--- src/rtl/ws2812_pkg.sv ---
// Shared timing defaults (12 MHz core clock) and state encoding for the WS2812 line driver.
package ws2812_pkg;

  localparam int DEF_T0H_CYCLES   = 4;
  localparam int DEF_T1H_CYCLES   = 8;
  localparam int DEF_BIT_CYCLES   = 15;
  localparam int DEF_RESET_CYCLES = 600;

  typedef logic [7:0] byte_t;

  typedef enum logic {
    ST_IDLE  = 1'b0,
    ST_SHIFT = 1'b1
  } state_t;

endpackage

--- src/rtl/ws2812_serializer_if.sv ---
// Byte handshake from the fader: level trigger with colour, combinational data_request
// acknowledges the capture edge; upstream holds the byte while data_request is low.
interface ws2812_serializer_if;
  import ws2812_pkg::*;

  logic  trigger;
  byte_t color;
  logic  data_request;

  modport master (output trigger, output color, input data_request);
  modport slave  (input trigger, input color, output data_request);

endinterface

--- src/rtl/ws2812_bit_timer.sv ---
// Per-bit cycle counter: produces the combinational high phase and an end_of_bit strobe.
// Zero latency from cyc; restarts on start, idles at 0 while run is low.
module ws2812_bit_timer #(
  parameter int T0H_CYCLES = 4,
  parameter int T1H_CYCLES = 8,
  parameter int BIT_CYCLES = 15
) (
  input  logic clk,
  input  logic rst,
  input  logic start,
  input  logic run,
  input  logic bit_val,
  output logic high,
  output logic end_of_bit
);

  localparam int CW = $clog2(BIT_CYCLES);
  localparam logic [CW-1:0] LAST  = CW'(BIT_CYCLES - 1);
  localparam logic [CW-1:0] T0H_C = CW'(T0H_CYCLES);
  localparam logic [CW-1:0] T1H_C = CW'(T1H_CYCLES);

  logic [CW-1:0] cyc;
  logic [CW-1:0] th;

  always_ff @(posedge clk or negedge rst) begin
    if (!rst) begin
      cyc <= '0;
    end else if (start || !run || cyc == LAST) begin
      cyc <= '0;
    end else begin
      cyc <= cyc + CW'(1);
    end
  end

  assign th         = bit_val ? T1H_C : T0H_C;
  assign high       = run && (cyc < th);
  assign end_of_bit = run && (cyc == LAST);

endmodule

--- src/rtl/ws2812_serializer.sv ---
// WS2812 line driver: one-byte holding buffer, MSB-first shifter, two-state FSM.
// dout rises two edges after accept; data_request drops while the buffer is full.
module ws2812_serializer
  import ws2812_pkg::*;
#(
  parameter int T0H_CYCLES   = DEF_T0H_CYCLES,
  parameter int T1H_CYCLES   = DEF_T1H_CYCLES,
  parameter int BIT_CYCLES   = DEF_BIT_CYCLES,
  parameter int RESET_CYCLES = DEF_RESET_CYCLES
) (
  input  logic              clk,
  input  logic              rst,
  ws2812_serializer_if.slave up,
  output logic              dout,
  output logic              busy,
  output logic              latched
);

  localparam int LW = $clog2(RESET_CYCLES + 1);
  localparam logic [LW-1:0] LAT_MAX = LW'(RESET_CYCLES);

  state_t        state, state_nxt;
  byte_t         buf_q;
  logic          buf_full, buf_full_nxt;
  byte_t         shifter;
  logic [2:0]    bit_idx;
  logic [LW-1:0] lat_cnt, lat_cnt_nxt;
  logic          accept, load;
  logic          line_high, end_of_bit;

  assign accept          = up.trigger && !buf_full;
  assign up.data_request = accept;

  always_comb begin
    state_nxt = state;
    load      = 1'b0;
    case (state)
      ST_IDLE: begin
        if (buf_full) begin
          load      = 1'b1;
          state_nxt = ST_SHIFT;
        end
      end
      ST_SHIFT: begin
        // Last bit of the byte: chain straight into the next one if it is waiting.
        if (end_of_bit && bit_idx == 3'd0) begin
          if (buf_full) begin
            load = 1'b1;
          end else begin
            state_nxt = ST_IDLE;
          end
        end
      end
      default: state_nxt = ST_IDLE;
    endcase
  end

  always_comb begin
    buf_full_nxt = buf_full;
    if (load) begin
      buf_full_nxt = 1'b0;
    end else if (accept) begin
      buf_full_nxt = 1'b1;
    end
  end

  always_comb begin
    lat_cnt_nxt = '0;
    if (state == ST_IDLE && !load) begin
      lat_cnt_nxt = (lat_cnt == LAT_MAX) ? lat_cnt : lat_cnt + LW'(1);
    end
  end

  ws2812_bit_timer #(
    .T0H_CYCLES (T0H_CYCLES),
    .T1H_CYCLES (T1H_CYCLES),
    .BIT_CYCLES (BIT_CYCLES)
  ) u_bit_timer (
    .clk        (clk),
    .rst        (rst),
    .start      (load),
    .run        (state == ST_SHIFT),
    .bit_val    (shifter[bit_idx]),
    .high       (line_high),
    .end_of_bit (end_of_bit)
  );

  always_ff @(posedge clk or negedge rst) begin
    if (!rst) begin
      state    <= ST_IDLE;
      buf_q    <= '0;
      buf_full <= 1'b0;
      shifter  <= '0;
      bit_idx  <= '0;
      lat_cnt  <= '0;
      dout     <= 1'b0;
      busy     <= 1'b0;
      latched  <= 1'b0;
    end else begin
      state    <= state_nxt;
      buf_full <= buf_full_nxt;
      lat_cnt  <= lat_cnt_nxt;
      dout     <= line_high;
      busy     <= (state_nxt == ST_SHIFT) || buf_full_nxt;
      latched  <= (lat_cnt_nxt == LAT_MAX);
      if (accept) begin
        buf_q <= up.color;
      end
      if (load) begin
        shifter <= buf_q;
        bit_idx <= 3'd7;
      end else if (end_of_bit && bit_idx != 3'd0) begin
        bit_idx <= bit_idx - 3'd1;
      end
    end
  end

endmodule

--- src/flat_wrapper.sv ---
// flat-port wrapper written by rule: the top's interface ports become plain ports
module ws2812_serializer_flat import ws2812_pkg::*;
#(
  parameter int T0H_CYCLES   = DEF_T0H_CYCLES,
  parameter int T1H_CYCLES   = DEF_T1H_CYCLES,
  parameter int BIT_CYCLES   = DEF_BIT_CYCLES,
  parameter int RESET_CYCLES = DEF_RESET_CYCLES
)
  (clk, rst, dout, busy, latched, up_trigger, up_color, up_data_request);
  ws2812_serializer_if up_i ();
  input  logic clk;
  input  logic rst;
  output logic dout;
  output logic busy;
  output logic latched;
  input wire logic [$bits(up_i.trigger)-1:0] up_trigger;
  input wire logic [$bits(up_i.color)-1:0] up_color;
  output wire logic [$bits(up_i.data_request)-1:0] up_data_request;
  assign up_i.trigger = up_trigger;
  assign up_i.color = up_color;
  assign up_data_request = up_i.data_request;
  ws2812_serializer #(.T0H_CYCLES(T0H_CYCLES), .T1H_CYCLES(T1H_CYCLES), .BIT_CYCLES(BIT_CYCLES), .RESET_CYCLES(RESET_CYCLES)) u_core (.clk(clk), .rst(rst), .up(up_i), .dout(dout), .busy(busy), .latched(latched));
endmodule
--- config.mk ---
export PLATFORM = sky130hd
export DESIGN_NAME = ws2812_serializer_flat
export DESIGN_NICKNAME = d
export VERILOG_FILES = /design/src/rtl/ws2812_pkg.sv /design/src/rtl/ws2812_serializer_if.sv /design/src/rtl/ws2812_bit_timer.sv /design/src/rtl/ws2812_serializer.sv /design/src/flat_wrapper.sv
export SDC_FILE = /design/constraint.sdc
export NUM_CORES = 1
export LEC_CHECK = 0
export BUFFER_PORTS_ARGS = -buffer_cell sky130_fd_sc_hd__buf_2
export CORE_ASPECT_RATIO = 0.5
export CORE_MARGIN = 5
export CORE_UTILIZATION = 45
export CTS_CLUSTER_DIAMETER = 120
export DETAILED_ROUTE_END_ITERATION = 8
export PLACE_DENSITY = 0.73
export SLEW_MARGIN = 10
export SYNTH_ARGS = -nofsm -noshare
export SYNTH_HDL_FRONTEND = slang
export SYNTH_SLANG_ARGS = --single-unit
--- constraint.sdc ---
create_clock -name clk -period 2.33 [get_ports clk]
set_input_delay 0.233 -clock clk [delete_from_list [all_inputs] [get_ports clk]]
set_output_delay 0.233 -clock clk [all_outputs]
set_load 0.03 [all_outputs]
Word level (Yosys, flattened, before mapping)
Index checks and enable logic that the tools add are counted.
W data, S select, Z words.
{"block": "classes", "addsub": 3, "order_cmp": 2, "n_eq_ne": 3, "muxes": 15, "bitwise": 1, "n_reduce_logical": 15}
{"operator": "$eq A10 B10 Y1 const B", "count": 2}
{"operator": "$mux W10", "count": 2}
{"operator": "$add A10 B1 Y10 const B", "count": 1}
{"operator": "$mux W4", "count": 2}
{"operator": "$logic_and A1 B1 Y1", "count": 6}
{"operator": "$mux W1", "count": 6}
{"operator": "$mux W3", "count": 2}
{"operator": "$add A4 B1 Y4 const B", "count": 1}
{"operator": "$eq A4 B4 Y1 const B", "count": 1}
{"operator": "$lt A3 B4 Y1 const B", "count": 1}
{"operator": "$lt A4 B4 Y1", "count": 1}
{"operator": "$pmux W1 S2", "count": 2}
{"operator": "$bmux W1 S3", "count": 1}
{"operator": "$logic_not A1 Y1", "count": 3}
{"operator": "$logic_not A3 Y1", "count": 1}
{"operator": "$logic_or A1 B1 Y1", "count": 3}
{"operator": "$reduce_bool A3 Y1", "count": 1}
{"operator": "$sub A3 B1 Y3 const B", "count": 1}
{"operator": "$reduce_bool A2 Y1", "count": 1}
{"operator": "$not A1 Y1", "count": 1}
{"block": "word_totals", "reg_bits": 38, "inputBits": 11, "word_cells": 49}

Depth between registers and ports, before layout
{"block": "depth", "ltp_word": 9, "ltp_mapped": 7, "ltp_nobuf": 7}

By module
From an unflattened synthesis, not the netlist that was laid out.
{"block": "hier_totals", "hier_cells": 163, "area_unflattened_um2": 1911.8}
{"mod": "ws2812_serializer", "n_inst": 1, "cells_per_inst": 141, "area_each_um2": 1685.4, "seq_area_each_um2": 850.8}
{"mod": "ws2812_bit_timer", "n_inst": 1, "cells_per_inst": 22, "area_each_um2": 226.5, "seq_area_each_um2": 100.1}

Worst setup path after synthesis
Ideal clock, no wire load.
{"block": "synth_path", "path_type": "register to register", "startpoint": "register u_core.lat_cnt[0]", "endpoint": "register u_core.latched", "t_arrival_ns": 1.861, "setup_slack_ns": 0.374, "stages_incl_launch_ff": 8, "n_path_buf": 0, "cell_sequence": "dfrtp_1 > inv_1 > ha_1 > or4b_4 > nor3_4 > mux2i_1 > a2111oi_2 > nor4b_2"}
{"block": "synth_via", "elab_chain_cells": 4}
{"element": "start: declaration", "line_no": "ws2812_serializer.sv:27", "source": "logic [LW-1:0] lat_cnt, lat_cnt_nxt;"}
{"element": "start signal: assignment", "line_no": "ws2812_serializer.sv:102", "source": "lat_cnt <= lat_cnt_nxt;"}
{"element": "$add A10 B1 Y10 or $eq A10 B10 Y1 (tied branches)", "line_no": "ws2812_serializer.sv:70", "source": "lat_cnt_nxt = (lat_cnt == LAT_MAX) ? lat_cnt : lat_cnt + LW'(1);"}
{"element": "$mux W10 *", "line_no": "ws2812_serializer.sv:70"}
{"element": "$mux W10 *", "line_no": "ws2812_serializer.sv:69", "source": "if (state == ST_IDLE && !load) begin"}
{"element": "$eq A10 B10 Y1 *", "line_no": "ws2812_serializer.sv:105", "source": "latched <= (lat_cnt_nxt == LAT_MAX);"}
{"element": "end signal: assignment", "line_no": "ws2812_serializer.sv:105"}
{"element": "end: declaration", "line_no": "ws2812_serializer.sv:16", "source": "output logic latched"}
Mark *: on every way between the ends. The rest lies on a longest branch, timed or not.
A chain may end at the register's enable or synchronous reset.

Worst setup path after layout
Same ends and word-level chain as after synthesis.

==> run summary <==
CTS built an H-tree with a depth of 2. Summed over all layers, the global routing overflow is 0. STA classifies the critical path startpoint as a flip-flop. For the worst setup path, the data required time is 2530 ps. The multiplexer fraction of the synthesized cell area is 0.138. The number of nets in the synthesized netlist is 177. The worst setup path is captured at a flip-flop. The kind of critical path is reg2reg. For this run, the top clock speed supported by timing is 470 MHz. Share of synthesized area occupied by flip-flops and latches: 0.513. Of all nets on the critical path, the largest fanout is 5. The antenna diode instance count is 0, and the post-route minimum period is 2130 ps. The power per cell area was 662 mW/mm^2. Overall track demand over capacity in global routing: 0.122. The top cell type's share of synthesized area works out to 0.513.

The clock transition at the registers of the reported paths came out at 80 ps. The biggest area contributor in the post-synthesis netlist is dfrtp_1. The post-CTS resize count was 0; the per-instance average area after synthesis was 11.7 sq um. The total count of max-transition violations in the final report is 0, and the detailed-route vias per instance is 5.03. The parity-gate share of the synthesized area counting xor and xnor cells came out at 0.0520.

The logs give 39 for the maximum number of pins on one net before global-route repair and 2330 ps for the data arrival time of the critical path. Measured along the x axis, the die boundary spans 101 microns. The tools report the clock power share as 0.381. IR analysis of the VDD net gives a maximum drop of 0.000371 V. Setup violations remaining at the end of the flow were counted as 0. On the worst path, the slowest cell contributes a delay of 470 ps. The synthesized design contains 0 enable-type register cells. The y dimension of the die is 55.4 microns, and the layout overhead on the synthesized area is 12.2%.

The tools report the starting density of the core as 0.470. The tools report the via count of the first global-routing pass as 1154. The switching fraction of total power came out at 0.214. The tree is rooted in a clkbuf_8. The worst max-slew margin expressed relative to the limit is 0.458. Proportion of power drawn by combinational gates: 0.070. Leaving out fill and tap cells, the most frequent cell in the layout is dfrtp_1. The adder-cell share of the synthesized area was 0.0473.

The critical path goes through inv_1 -> ha_1 -> or4b_4 -> nor3_4 -> mux2i_1 -> a2111oi_2 -> nor4b_2. Max-cap violations in this run came to 0. The hold-fix buffer count after cts came out at 0. Summed over all cells, the static leakage comes to 0.901 nW. The fraction of the mapped netlist area in compound gates was 0.0493; the floorplan die area was 0.00558 sq mm.

The number of buffer cells added on primary ports works out to 14. The logs give 0 for the total count of hold-check failures in the final report and 15 for the count of pins on the block boundary. The switching power is 295 uW, and the final wirelength is 3.09 mm. The combined buffer and inverter count along the critical path was 1; the distinct cell type count of the synthesized netlist was 34.

For this run, design rule violations remaining after detail routing come to 0. Clock latency on the worst-skew pair, taken at its later pin, is 290 ps. Setup repair after global routing left no endpoint under its margin.

The logs give 16 for the standard-cell row count and 5 for the total clock buffers created by CTS. Among all flip-flop cells after synthesis, the most frequent one is dfrtp_1. Largest delay contributor family on the critical path: simple AND/OR/NAND/NOR gates. The first detailed-routing pass took 4 iterations. Cell internal power was estimated by the tool at 1.08 mW. Final period utilization: 0.914. The share of cells above drive strength 1 works out to 0.281. The flow ran to the end, and the final reports show no timing, DRC or antenna violations. The first routing iteration left 37 violations.

Path type of the worst min-delay path: in2async. Leaving out fill and tap cells, the most frequent cells in the layout are 38 x dfrtp_1, 16 x mux2_2, 15 x nor2_1, 14 x buf_2, 11 x nand2_1. The placed instances occupy a cell area of 0.00197 sq mm.

The tools report the TritonCTS sink count as 38. The run gives 0.00394 sq mm as the core box area. The filler cell count is 346, and the number of buffers inserted to repair setup after CTS is 0. The logs give 2 for the buffer levels on the longest clock path and 1166 for the total vias in the final route. The synthesized design contains 38 register bits. The finished cells cover 0.00208 sq mm. Fraction of the mapped netlist area in simple logic gates: 0.170.

The async set-reset flop share out of synthesis is 1.00, and the wire length per cell is 13.3 microns. The dominant combinational cell family by area after synthesis is simple AND/OR/NAND/NOR gates. The final estimated routing congestion in global placement is 0.804, and the final total negative setup slack is 0 ps. The post-detailed-placement half-perimeter wirelength came out at 2.13 mm. During synthesis, Yosys emitted a total of 0 warnings. The net count reported at finish came out at 195. After technology mapping, the gate count stands at 159.

For this design, the slowest cell found on the critical path is or4b_4. The final clock skew was 5.41 ps; the number of antenna-violating nets in the routed design was 0. TritonCTS built the clock tree. For the pin with the worst max-slew slack, the measured transition is 813 ps. The number of antenna violations at the first check in global routing was 0; the first-pass GRT wire length was 5.29 mm. The tools report the area of the mapped netlist as 0.00185 sq mm. In the post-synthesis netlist, the biggest area contributors are dfrtp_1 51%, mux2_2 9.7%, ha_1 4.7%. Sequential group share of total power: 0.548.
stage by stage:
stage / worst slack, ps / std cells / hold WS (ps) / util / power, mW
floorplan: 374 / 159 / -62.6 / - / 0.824
global placement: 309 / 224 / 380 / 0.499 / 0.859
detailed placement: 222 / 224 / 391 / 0.499 / 0.869
CTS: 154 / 232 / 81.3 / 0.527 / 1.39
global route: 42.7 / 232 / 115 / 0.527 / 1.44
finish: 201 / 232 / 29.3 / 0.527 / 1.38
metal layers:
metal  track usage  up-vias  part of all wire
li1              -      583                 -
met1         0.151      559              0.47
met2         0.197       17              0.48
met3        0.0314        7             0.028
met4        0.0576        0             0.022
met5             0        -                 0
final cells by class:
cell class	count	area [sq um]	share of cell area
clock buffers	8	110	0.0530
inverters	7	26.3	0.0126
multi-input cells	110	846	0.407
flip-flops and latches	38	951	0.458
well taps	54	67.6	0.0325
repair buffers	15	77.6	0.0373
flip-flops by register name (all words and copies together), names as in the netlist:
name / count
u_core.buf_q: 8
u_core.buf_full: 1
u_core.latched: 1
u_core.dout: 1
u_core.shifter: 8
u_core.lat_cnt: 10
u_core.state: 1
u_core.busy: 1
u_core.bit_idx: 3
u_core.u_bit_timer.cyc: 4
synth_stat cells (2+ instances only):
master    instances
nand2b_1          4
o21ai_0           4
mux2i_1           3
nand2_1          11
or2_2             3
a21oi_1           4
xnor2_1           5
nor3_1            2
ha_1              7
nor2_1           15
nand3b_1          3
xor2_1            6
or3b_2            2
mux2_2           16
clkbuf_1          2
dfrtp_1          38
nand3_1           8
inv_1             7
buf_6             2
mux4_2            2
nor2b_1           2
kinds of logic after synthesis:
family | after synthesis
buffers and inverters | 11
XOR/XNOR | 11
AO/OA/AOI/OAI | 14
multiplexers | 21
adder cells (fa/ha/maj) | 7
flip-flops | 38
AND/OR/NAND/NOR | 57
power by group through the flow:
stage          Clock [mW]  Sequential, mW  Combinational, mW
6_report            0.525           0.754             0.0966
5_1_grt             0.563           0.763              0.109
4_1_cts             0.533           0.755              0.101
3_5_place_dp            0           0.769              0.100
3_3_place_gp            0           0.764             0.0956
2_1_floorplan           0           0.757             0.0670
path summary, 6_finish.rpt:
check,start,to,slack [ps],cells past startpoint
max in group asynchronous,rst,u_core.u_bit_timer.cyc[0],1780,1
worst max register to register,u_core.lat_cnt[0],u_core.latched,200,7
worst min register to register,u_core.shifter[6],u_core.shifter[6],500,1
worst max-delay path,u_core.lat_cnt[0],u_core.latched,200,7
worst min-delay path,rst,u_core.shifter[7],30,1
min in group clk,up_trigger,u_core.busy,150,2
No activity file was read; power rests on OpenSTA's default activity.
